--- src/rtl/byte_serializer_if.sv ---
// rtl/byte_serializer_if.sv - byte input / unit output bundle for byte_serializer
// master drives bytes and ticks; slave is the serializer.
interface byte_serializer_if;
  logic [7:0] inData;
  logic       inValid;
  logic       outReady;
  logic       inMode;
  logic       inTick;
  logic       outValid;
  logic [3:0] outSymbol;
  logic [2:0] outSel;
  logic       outLast;

  modport master (
    output inData, inValid, inMode, inTick,
    input  outReady, outValid, outSymbol, outSel, outLast
  );

  modport slave (
    input  inData, inValid, inMode, inTick,
    output outReady, outValid, outSymbol, outSel, outLast
  );
endinterface

--- src/rtl/byte_serializer.sv ---
// rtl/byte_serializer.sv - splits bytes into bit or nibble units, LSB first
// One holding byte plus one active byte let the next byte follow without a gap.
module byte_serializer (
  input logic              inClk,
  input logic              inRst,
  byte_serializer_if.slave bus
);
  typedef enum logic {IDLE, SHIFT} state_t;

  state_t     state;
  logic [7:0] holdData;
  logic       holdMode;
  logic       holdFull;
  logic [7:0] actData;
  logic       actMode;
  logic [2:0] unitCnt;
  logic       validQ;
  logic [3:0] symQ;
  logic       lastQ;
  logic [2:0] nextCnt;

  function automatic logic [3:0] unitOf(input logic [7:0] d, input logic m, input logic [2:0] idx);
    if (m) return idx[0] ? d[7:4] : d[3:0];
    return {3'b000, d[idx]};
  endfunction

  function automatic logic isLast(input logic m, input logic [2:0] idx);
    return m ? (idx == 3'd1) : (idx == 3'd7);
  endfunction

  assign nextCnt = unitCnt + 3'd1;

  always_ff @(posedge inClk or posedge inRst) begin
    if (inRst) begin
      state    <= IDLE;
      holdData <= 8'd0;
      holdMode <= 1'b0;
      holdFull <= 1'b0;
      actData  <= 8'd0;
      actMode  <= 1'b0;
      unitCnt  <= 3'd0;
      validQ   <= 1'b0;
      symQ     <= 4'd0;
      lastQ    <= 1'b0;
    end else begin
      // Acceptance only while hold is empty, so it never collides with a transfer out of hold.
      if (bus.inValid && !holdFull) begin
        holdData <= bus.inData;
        holdMode <= bus.inMode;
        holdFull <= 1'b1;
      end
      case (state)
        IDLE: begin
          if (holdFull) begin
            actData  <= holdData;
            actMode  <= holdMode;
            unitCnt  <= 3'd0;
            holdFull <= 1'b0;
            state    <= SHIFT;
            validQ   <= 1'b1;
            symQ     <= unitOf(holdData, holdMode, 3'd0);
            lastQ    <= 1'b0;
          end
        end
        SHIFT: begin
          if (bus.inTick) begin
            if (!lastQ) begin
              unitCnt <= nextCnt;
              symQ    <= unitOf(actData, actMode, nextCnt);
              lastQ   <= isLast(actMode, nextCnt);
            end else if (holdFull) begin
              actData  <= holdData;
              actMode  <= holdMode;
              unitCnt  <= 3'd0;
              holdFull <= 1'b0;
              symQ     <= unitOf(holdData, holdMode, 3'd0);
              lastQ    <= 1'b0;
            end else begin
              state   <= IDLE;
              validQ  <= 1'b0;
              unitCnt <= 3'd0;
              symQ    <= 4'd0;
              lastQ   <= 1'b0;
            end
          end
        end
        default: state <= IDLE;
      endcase
    end
  end

  assign bus.outReady  = !holdFull && !inRst;
  assign bus.outValid  = validQ;
  assign bus.outSymbol = symQ;
  assign bus.outSel    = unitCnt;
  assign bus.outLast   = lastQ;
endmodule

--- src/flat_wrapper.sv ---
// flat-port wrapper written by rule: the top's interface ports become plain ports
module byte_serializer_flat 
  (inClk, inRst, bus_inData, bus_inValid, bus_inMode, bus_inTick, bus_outReady, bus_outValid, bus_outSymbol, bus_outSel, bus_outLast);
  byte_serializer_if bus_i ();
  input logic inClk;
  input logic inRst;
  input wire logic [$bits(bus_i.inData)-1:0] bus_inData;
  input wire logic [$bits(bus_i.inValid)-1:0] bus_inValid;
  input wire logic [$bits(bus_i.inMode)-1:0] bus_inMode;
  input wire logic [$bits(bus_i.inTick)-1:0] bus_inTick;
  output wire logic [$bits(bus_i.outReady)-1:0] bus_outReady;
  output wire logic [$bits(bus_i.outValid)-1:0] bus_outValid;
  output wire logic [$bits(bus_i.outSymbol)-1:0] bus_outSymbol;
  output wire logic [$bits(bus_i.outSel)-1:0] bus_outSel;
  output wire logic [$bits(bus_i.outLast)-1:0] bus_outLast;
  assign bus_i.inData = bus_inData;
  assign bus_i.inValid = bus_inValid;
  assign bus_i.inMode = bus_inMode;
  assign bus_i.inTick = bus_inTick;
  assign bus_outReady = bus_i.outReady;
  assign bus_outValid = bus_i.outValid;
  assign bus_outSymbol = bus_i.outSymbol;
  assign bus_outSel = bus_i.outSel;
  assign bus_outLast = bus_i.outLast;
  byte_serializer u_core (.inClk(inClk), .inRst(inRst), .bus(bus_i));
endmodule
--- config.mk ---
export PLATFORM = sky130hd
export DESIGN_NAME = byte_serializer_flat
export DESIGN_NICKNAME = d
export VERILOG_FILES = /design/src/rtl/byte_serializer_if.sv /design/src/rtl/byte_serializer.sv /design/src/flat_wrapper.sv
export SDC_FILE = /design/constraint.sdc
export NUM_CORES = 1
export LEC_CHECK = 0
export CAP_MARGIN = 20
export CORE_MARGIN = 2
export CORE_UTILIZATION = 55
export CTS_CLUSTER_DIAMETER = 200
export CTS_CLUSTER_SIZE = 28
export DETAILED_ROUTE_END_ITERATION = 7
export PLACE_DENSITY_LB_ADDON = 0.25
export SYNTH_ARGS = -nofsm -noshare
export SYNTH_HDL_FRONTEND = slang
export SYNTH_SLANG_ARGS = --single-unit
--- constraint.sdc ---
create_clock -name inClk -period 4.67 [get_ports inClk]
set_input_delay 1.401 -clock inClk [delete_from_list [all_inputs] [get_ports inClk]]
set_output_delay 1.401 -clock inClk [all_outputs]
set_load 0.05 [all_outputs]
==> results of run 1 <==
[metrics by stage]
stage          total power [µW]  hold WS, ns  cell area [µm²]  setup WS, ns
6_report                   1160        0.496             1660         0.532
5_1_grt                    1250        0.524             1660         0.483
4_1_cts                    1170        0.498             1630         0.529
3_5_place_dp               1030        0.477             1590         0.530
3_3_place_gp               1010        0.464             1590         0.565
2_1_floorplan               884        0.454             1360          1.22
[cell families (layout without fill, tap and decap cells)]
family                     Yosys count  after routing  synth area share [%]
DFF                                 29             29                  53.5
muxes                               20             20                  17.1
and+or+nand+nor                     30             30                  10.6
AOI/OAI and AO/OA                   26             26                  12.8
buffers and inverters               12             37                  3.87
adders and majority gates            1              1                 0.922
xor gates and xnor gates             1              1                  1.20
[state kept, by name, indices dropped and copies added, names as in the netlist]
name,cells
u_core.holdMode,1
u_core.state,1
u_core.holdData,8
u_core.bus.outLast,1
u_core.bus.outValid,1
u_core.actMode,1
u_core.bus.outSymbol,4
u_core.bus.outSel,3
u_core.holdFull,1
u_core.actData,8
[cells in the mapped netlist, drive strengths merged (2+ instances only)]
cell     n  area, µm²
clkbuf   2       7.51
dfrtp   29        726
o21a     2       15.0
nand3b   2       15.0
a21o     2       15.0
mux2i    3       30.0
o21ai    2       10.0
nand2    9       33.8
nor2    10       37.5
buf      4       22.5
nand2b   2       12.5
nor2b    3       18.8
a21oi    9       45.0
a21boi   2       15.0
inv      5       18.8
mux2    16        180
[worst max-delay path by stage]
stage / from / endpoint / slack [ns]
floorplan: inRst / bus_outReady / 1.22
global placement: inRst / bus_outReady / 0.57
detailed placement: inRst / bus_outReady / 0.53
CTS: inRst / bus_outReady / 0.53
global route: inRst / bus_outReady / 0.48
finish: inRst / bus_outReady / 0.53
[power by group]
group,total [µW],switching (µW),internal [µW]
combinational,546,290,256
sequential,477,108,369
clock,140,80.7,59.8
total,1160,479,685
[layout by cell type (no fill, tap or decap), types with 2 or more instances in the layout]
cell | netlist | layout
mux2i_1 | 3 | 3
mux2_2 | 9 | 9
clkbuf_1 | 2 | 3
nand3b_1 | 2 | 2
nor2_1 | 10 | 10
a21boi_1 | 2 | 2
mux2_1 | 7 | 7
clkdlybuf4s50_1 | 0 | 22
inv_1 | 5 | 5
a21oi_1 | 9 | 9
nor2b_1 | 3 | 3
clkbuf_4 | 0 | 5
o21a_1 | 2 | 2
nand2_1 | 9 | 9
dfrtp_1 | 29 | 29
nand2b_1 | 2 | 2
a21o_1 | 2 | 2
[layer usage]
layer / vias up / global-route usage [%]
met3: 5 / 9.17
met5: - / 0
met2: 22 / 31.3
li1: 466 / -
met4: 0 / 10.3
met1: 458 / 22.3
[layout make-up]
type | instances | share of cell area (%)
Timing Repair Buffer | 23 | 14.9
Inverter | 6 | 1.36
Multi-Input combinational cell | 78 | 34.9
Sequential cell | 29 | 43.7
Clock buffer | 8 | 2.94
Tap cell | 30 | 2.26
[critical path: cells and delay by family]
kind | cells | cell delay (ns)
buf+inv | 2 | 1.23
simple gates | 1 | 0.10
==> run summary, run 1 <==
Antenna Violating Nets Remaining = 0
largest net degree at the start of global routing = 30
share of layout cells above drive strength 1 = 12.5%
Slowest cell on crit path = clkdlybuf4s50_1
Post-synth EDFFs = 0
Most used DFF post-synth = dfrtp_1
Reg area = 726 µm²
Clock Tree Buf Depth = 2
Final Core Density = 69.0%
P&R area growth vs syn = 22.4%
1st-pass router iterations = 4
number of DRC markers in iteration 0 = 19
vias in the first global route = 851
crit path time final = 4.14 ns
post-route non-filler standard cell count = 174
P_leak = 0.000714 µW
Met1 Wirelength = 1050 µm
hold path startpoint = u_core.holdData[5]
met2 wire length = 1160 µm
height of the die = 53.7 µm
htree depth = 2
Worst EP required = 3.27 ns
Vias = 951
crit-path most repeated cell = clkdlybuf4s50_1
drt drc = 0
Worst Hold Path EP = u_core.actData[5]
YS warnings = 0
FMAX = 242 MHz
status = finished clean
Rel. slew slack = 40.9%
Reg2Reg Setup Slack = 2.57 ns
Least-Margin Pin Slew = 0.884 ns
Net Count, Synth = 133
setup TNS = 0 ns
DR WL/cell = 13.6 µm
vias per cell = 5.47
hold-fix buffers at CTS = 0
Crit Path Class = input port to primary output
Max-Cap Viols = 0
average size of a mapped cell = 11.4 µm²
Initial Util = 56.3%
critical path endpoint category = primary output
RSZ-0062 raised after global routing = false
#FFs+latches synth = 29
global-route wire length before repair = 3820 µm
CTS sink count = 29
GRT Resource Usage Total = 19.8%
Pwr Density = 700 mW/mm²
port bufs = 22
Critical Path Start Type = input port
Inserted Diodes = 0
Reg clk slew, reported paths = 0.08 ns
met3 WL = 130 µm
CTS Buf Count = 5
Clock Skew = 0.00681 ns
Synth Cell Area = 0.00136 mm²
ys async rst share = 100%
Site Rows = 18
Seq/Total Area, Yosys = 53.5%
IO Count = 23
final net count = 157
synthesized instance count = 119
Hold Crit Depth = 1
Placed Cells = 165
critical path arrival = 2.74 ns
Core ar. = 0.00241 mm²
Clock Latency Late Sink = 0.33 ns
Final Max Slew Viols = 0
crit-path cells = clkdlybuf4s50_1 -> nor2_1 -> clkdlybuf4s50_1
post-CTS setup buffer count = 0
total congestion overflow = 0
HPWL after DPL = 1670 µm
Max IR drop VDD = 0.444 mV
Hold WC Path Type = register to register
CTS tree = done
initial antenna violation count = 0
Unique masters post-synth = 36
fillers = 178
area taken by multi-input logic gates = 579 µm²
highest metal used = met4
fin crit share = 88.6%
Worst Reg-to-Reg Cells = 5
DRT Wirelength = 2370 µm
Die Wd = 53.7 µm
final hold vios = 0
CP max FO = 2
PostCTS Resize Cnt = 0
reg-to-reg endpoint = u_core.bus.outSymbol[0]
endpoints failing setup = 0
Root Buffer Master = clkbuf_4
r2r startpoint = u_core.bus.outSel[0]
Final Wtd Congestion = 0.862
Worst path max stage delay = 0.81 ns
DIE AREA = 0.00288 mm²
No activity file was read; power rests on OpenSTA's default activity.
==> inputs of run 2 (changes only) <==
--- a/config.mk
+++ b/config.mk
@@ -7,7 +7,8 @@
 export LEC_CHECK = 0
 export CAP_MARGIN = 20
 export CORE_MARGIN = 2
-export CORE_UTILIZATION = 55
+export CORE_UTILIZATION = 58
+export CTS_BUF_LIST = sky130_fd_sc_hd__clkbuf_8
 export CTS_CLUSTER_DIAMETER = 200
 export CTS_CLUSTER_SIZE = 28
 export DETAILED_ROUTE_END_ITERATION = 7
==> run 2 against run 1 <==
Non-clock buffer count unchanged. Via count increased by 4.2%. Clock-buffer cell count decreased by 3. Critical endpoint unchanged. Largest cell class unchanged. Largest power group unchanged. Highest routed layer unchanged.
==> run summary, run 2 (synthesized netlist as in run 1, its figures left out) <==
status = finished clean
Root Buffer Master = clkbuf_8
Pwr Density = 725 mW/mm² (+3.6%)
Clock Skew = 0.00358 ns (-0.00323 ns)
critical path arrival = 2.71 ns (-0.03 ns)
Worst EP required = 3.27 ns (about the same)
setup TNS = 0 ns (unchanged)
endpoints failing setup = 0 (unchanged)
Vias = 991 (+4.2%)
Worst Reg-to-Reg Cells = 5 (unchanged)
Worst Hold Path EP = u_core.actData[7]
commonest non-fill, non-tap cells in the layout = 29 x dfrtp_1, 22 x clkdlybuf4s50_1, 10 x nor2_1
reg-to-reg endpoint = u_core.bus.outSymbol[0]
met2 wire length = 1310 µm (+13%)
CP max FO = 2 (unchanged)
HPWL after DPL = 1870 µm (+12%)
FMAX = 243 MHz (+0.66%)
initial antenna violation count = 0 (unchanged)
vias per cell = 5.76 (+5.4%)
Sw Pwr = 501 µW (+4.6%)
DR WL/cell = 15.0 µm (+10%)
final hold vios = 0 (unchanged)
htree depth = 2 (unchanged)
post-CTS setup buffer count = 0 (unchanged)
Site Rows = 17 (-1)
port bufs = 22 (unchanged)
Comb power frac = 45.1% (-1.8 points)
P&R area growth vs syn = 24.7%
CTS tree = done
met3 WL = 118 µm (-9.2%)
critical path endpoint category = primary output
Power Internal = 727 µW (+6.2%)
most common cell after layout, fill and taps aside = dfrtp_1
largest net degree at the start of global routing = 30 (unchanged)
Crit Path Class = input port to primary output
Clk pwr share = 15.5% (+3.4 points)
Max-Cap Viols = 0 (unchanged)
Initial Util = 61.4% (+5.0 points)
total congestion overflow = 0 (unchanged)
Final Max Slew Viols = 0 (unchanged)
drt drc = 0 (unchanged)
Inserted Diodes = 0 (unchanged)
number of DRC markers in iteration 0 = 14 (-5)
Least-Margin Pin Slew = 0.892 ns (+0.00800 ns)
fillers = 145 (-19%)
GRT Resource Usage Total = 22.2% (+2.4 points)
Antenna Violating Nets Remaining = 0 (unchanged)
hold-fix buffers at CTS = 0 (unchanged)
Hold Crit Depth = 1 (unchanged)
Seq pwr share = 39.4% (-1.6 points)
final net count = 157 (unchanged)
Reg clk slew, reported paths = 0.06 ns (-0.02 ns)
CTS Buf Count = 5 (unchanged)
Clock Latency Late Sink = 0.28 ns (-0.05 ns)
Final Wtd Congestion = 0.797 (-7.5%)
hold path startpoint = u_core.holdData[7]
vias in the first global route = 1021 (+20%)
Net Sw Frac = 40.8% (-0.36 points)
Rel. slew slack = 40.4% (-0.53 points)
Met1 Wirelength = 1110 µm (+5.6%)
r2r startpoint = u_core.bus.outSel[0]
Core ar. = 0.00221 mm² (-8.2%)
Clock Tree Buf Depth = 2 (unchanged)
fin crit share = 88.0% (-0.58 points)
IO Count = 23 (unchanged)
Die Wd = 52.4 µm (-2.4%)
DRT Wirelength = 2580 µm (+8.7%)
Max IR drop VDD = 0.500 mV (+13%)
global-route wire length before repair = 4310 µm (+13%)
height of the die = 52.4 µm (-2.4%)
WHS = 0.496 ns (-0.0000730 ns)
PostCTS Resize Cnt = 0 (unchanged)
Critical Path Start Type = input port
highest metal used = met4
P_leak = 0.000736 µW (+3.2%)
RSZ-0062 raised after global routing = false
DIE AREA = 0.00274 mm² (-4.8%)
1st-pass router iterations = 4 (unchanged)
Hold WC Path Type = register to register
share of layout cells above drive strength 1 = 13.9% (+1.4 points)
CTS sink count = 29 (unchanged)
Reg2Reg Setup Slack = 2.56 ns (about the same)
crit path time final = 4.11 ns (-0.0270 ns)
==> run 2: critical path: stages <==
cell,delay [ns]
clkdlybuf4s50_1,0.41
nor2_1,0.09
clkdlybuf4s50_1,0.81
==> run 2: through the flow <==
step	total power, µW	std cells	area [µm²]	worst slack [ns]	util, %
after floorplan	884	119	1360	1.22	-
after global placement	1010	163	1580	0.563	71.5
after detailed placement	1040	163	1580	0.552	71.5
after CTS	1230	171	1670	0.554	75.3
after global routing	1310	172	1690	0.492	76.5
final	1230	172	1690	0.559	76.5
==> run 2: worst max-delay path by stage <==
stage | startpoint | end | slack [ns]
after floorplan | inRst | bus_outReady | 1.22
final | inRst | bus_outReady | 0.56
after detailed placement | inRst | bus_outReady | 0.55
after global routing | inRst | bus_outReady | 0.49
after global placement | inRst | bus_outReady | 0.56
after CTS | inRst | bus_outReady | 0.55
==> run 2: power groups by stage <==
stage	clock, µW	sequential, µW	combinational [µW]
after global routing	202	501	605
after CTS	193	482	557
after detailed placement	0	487	555
final	190	484	554
after floorplan	0	555	329
after global placement	0	476	531
==> run 2: cell type report <==
class                   count  area [µm²]  share of cell area, %
flip-flops and latches     29         726                   42.9
multi-input cells          78         579                   34.2
repair buffers             23         248                   14.6
clock inverters             3        13.8                  0.813
clock buffers               5        68.8                   4.07
inverters                   6        22.5                   1.33
well taps                  28        35.0                   2.07
==> run 2: per-layer routing <==
layer	track usage [%]	up-vias
met5	0	-
met4	12.8	0
met3	4.29	7
met2	38.3	24
met1	25.2	493
li1	-	467
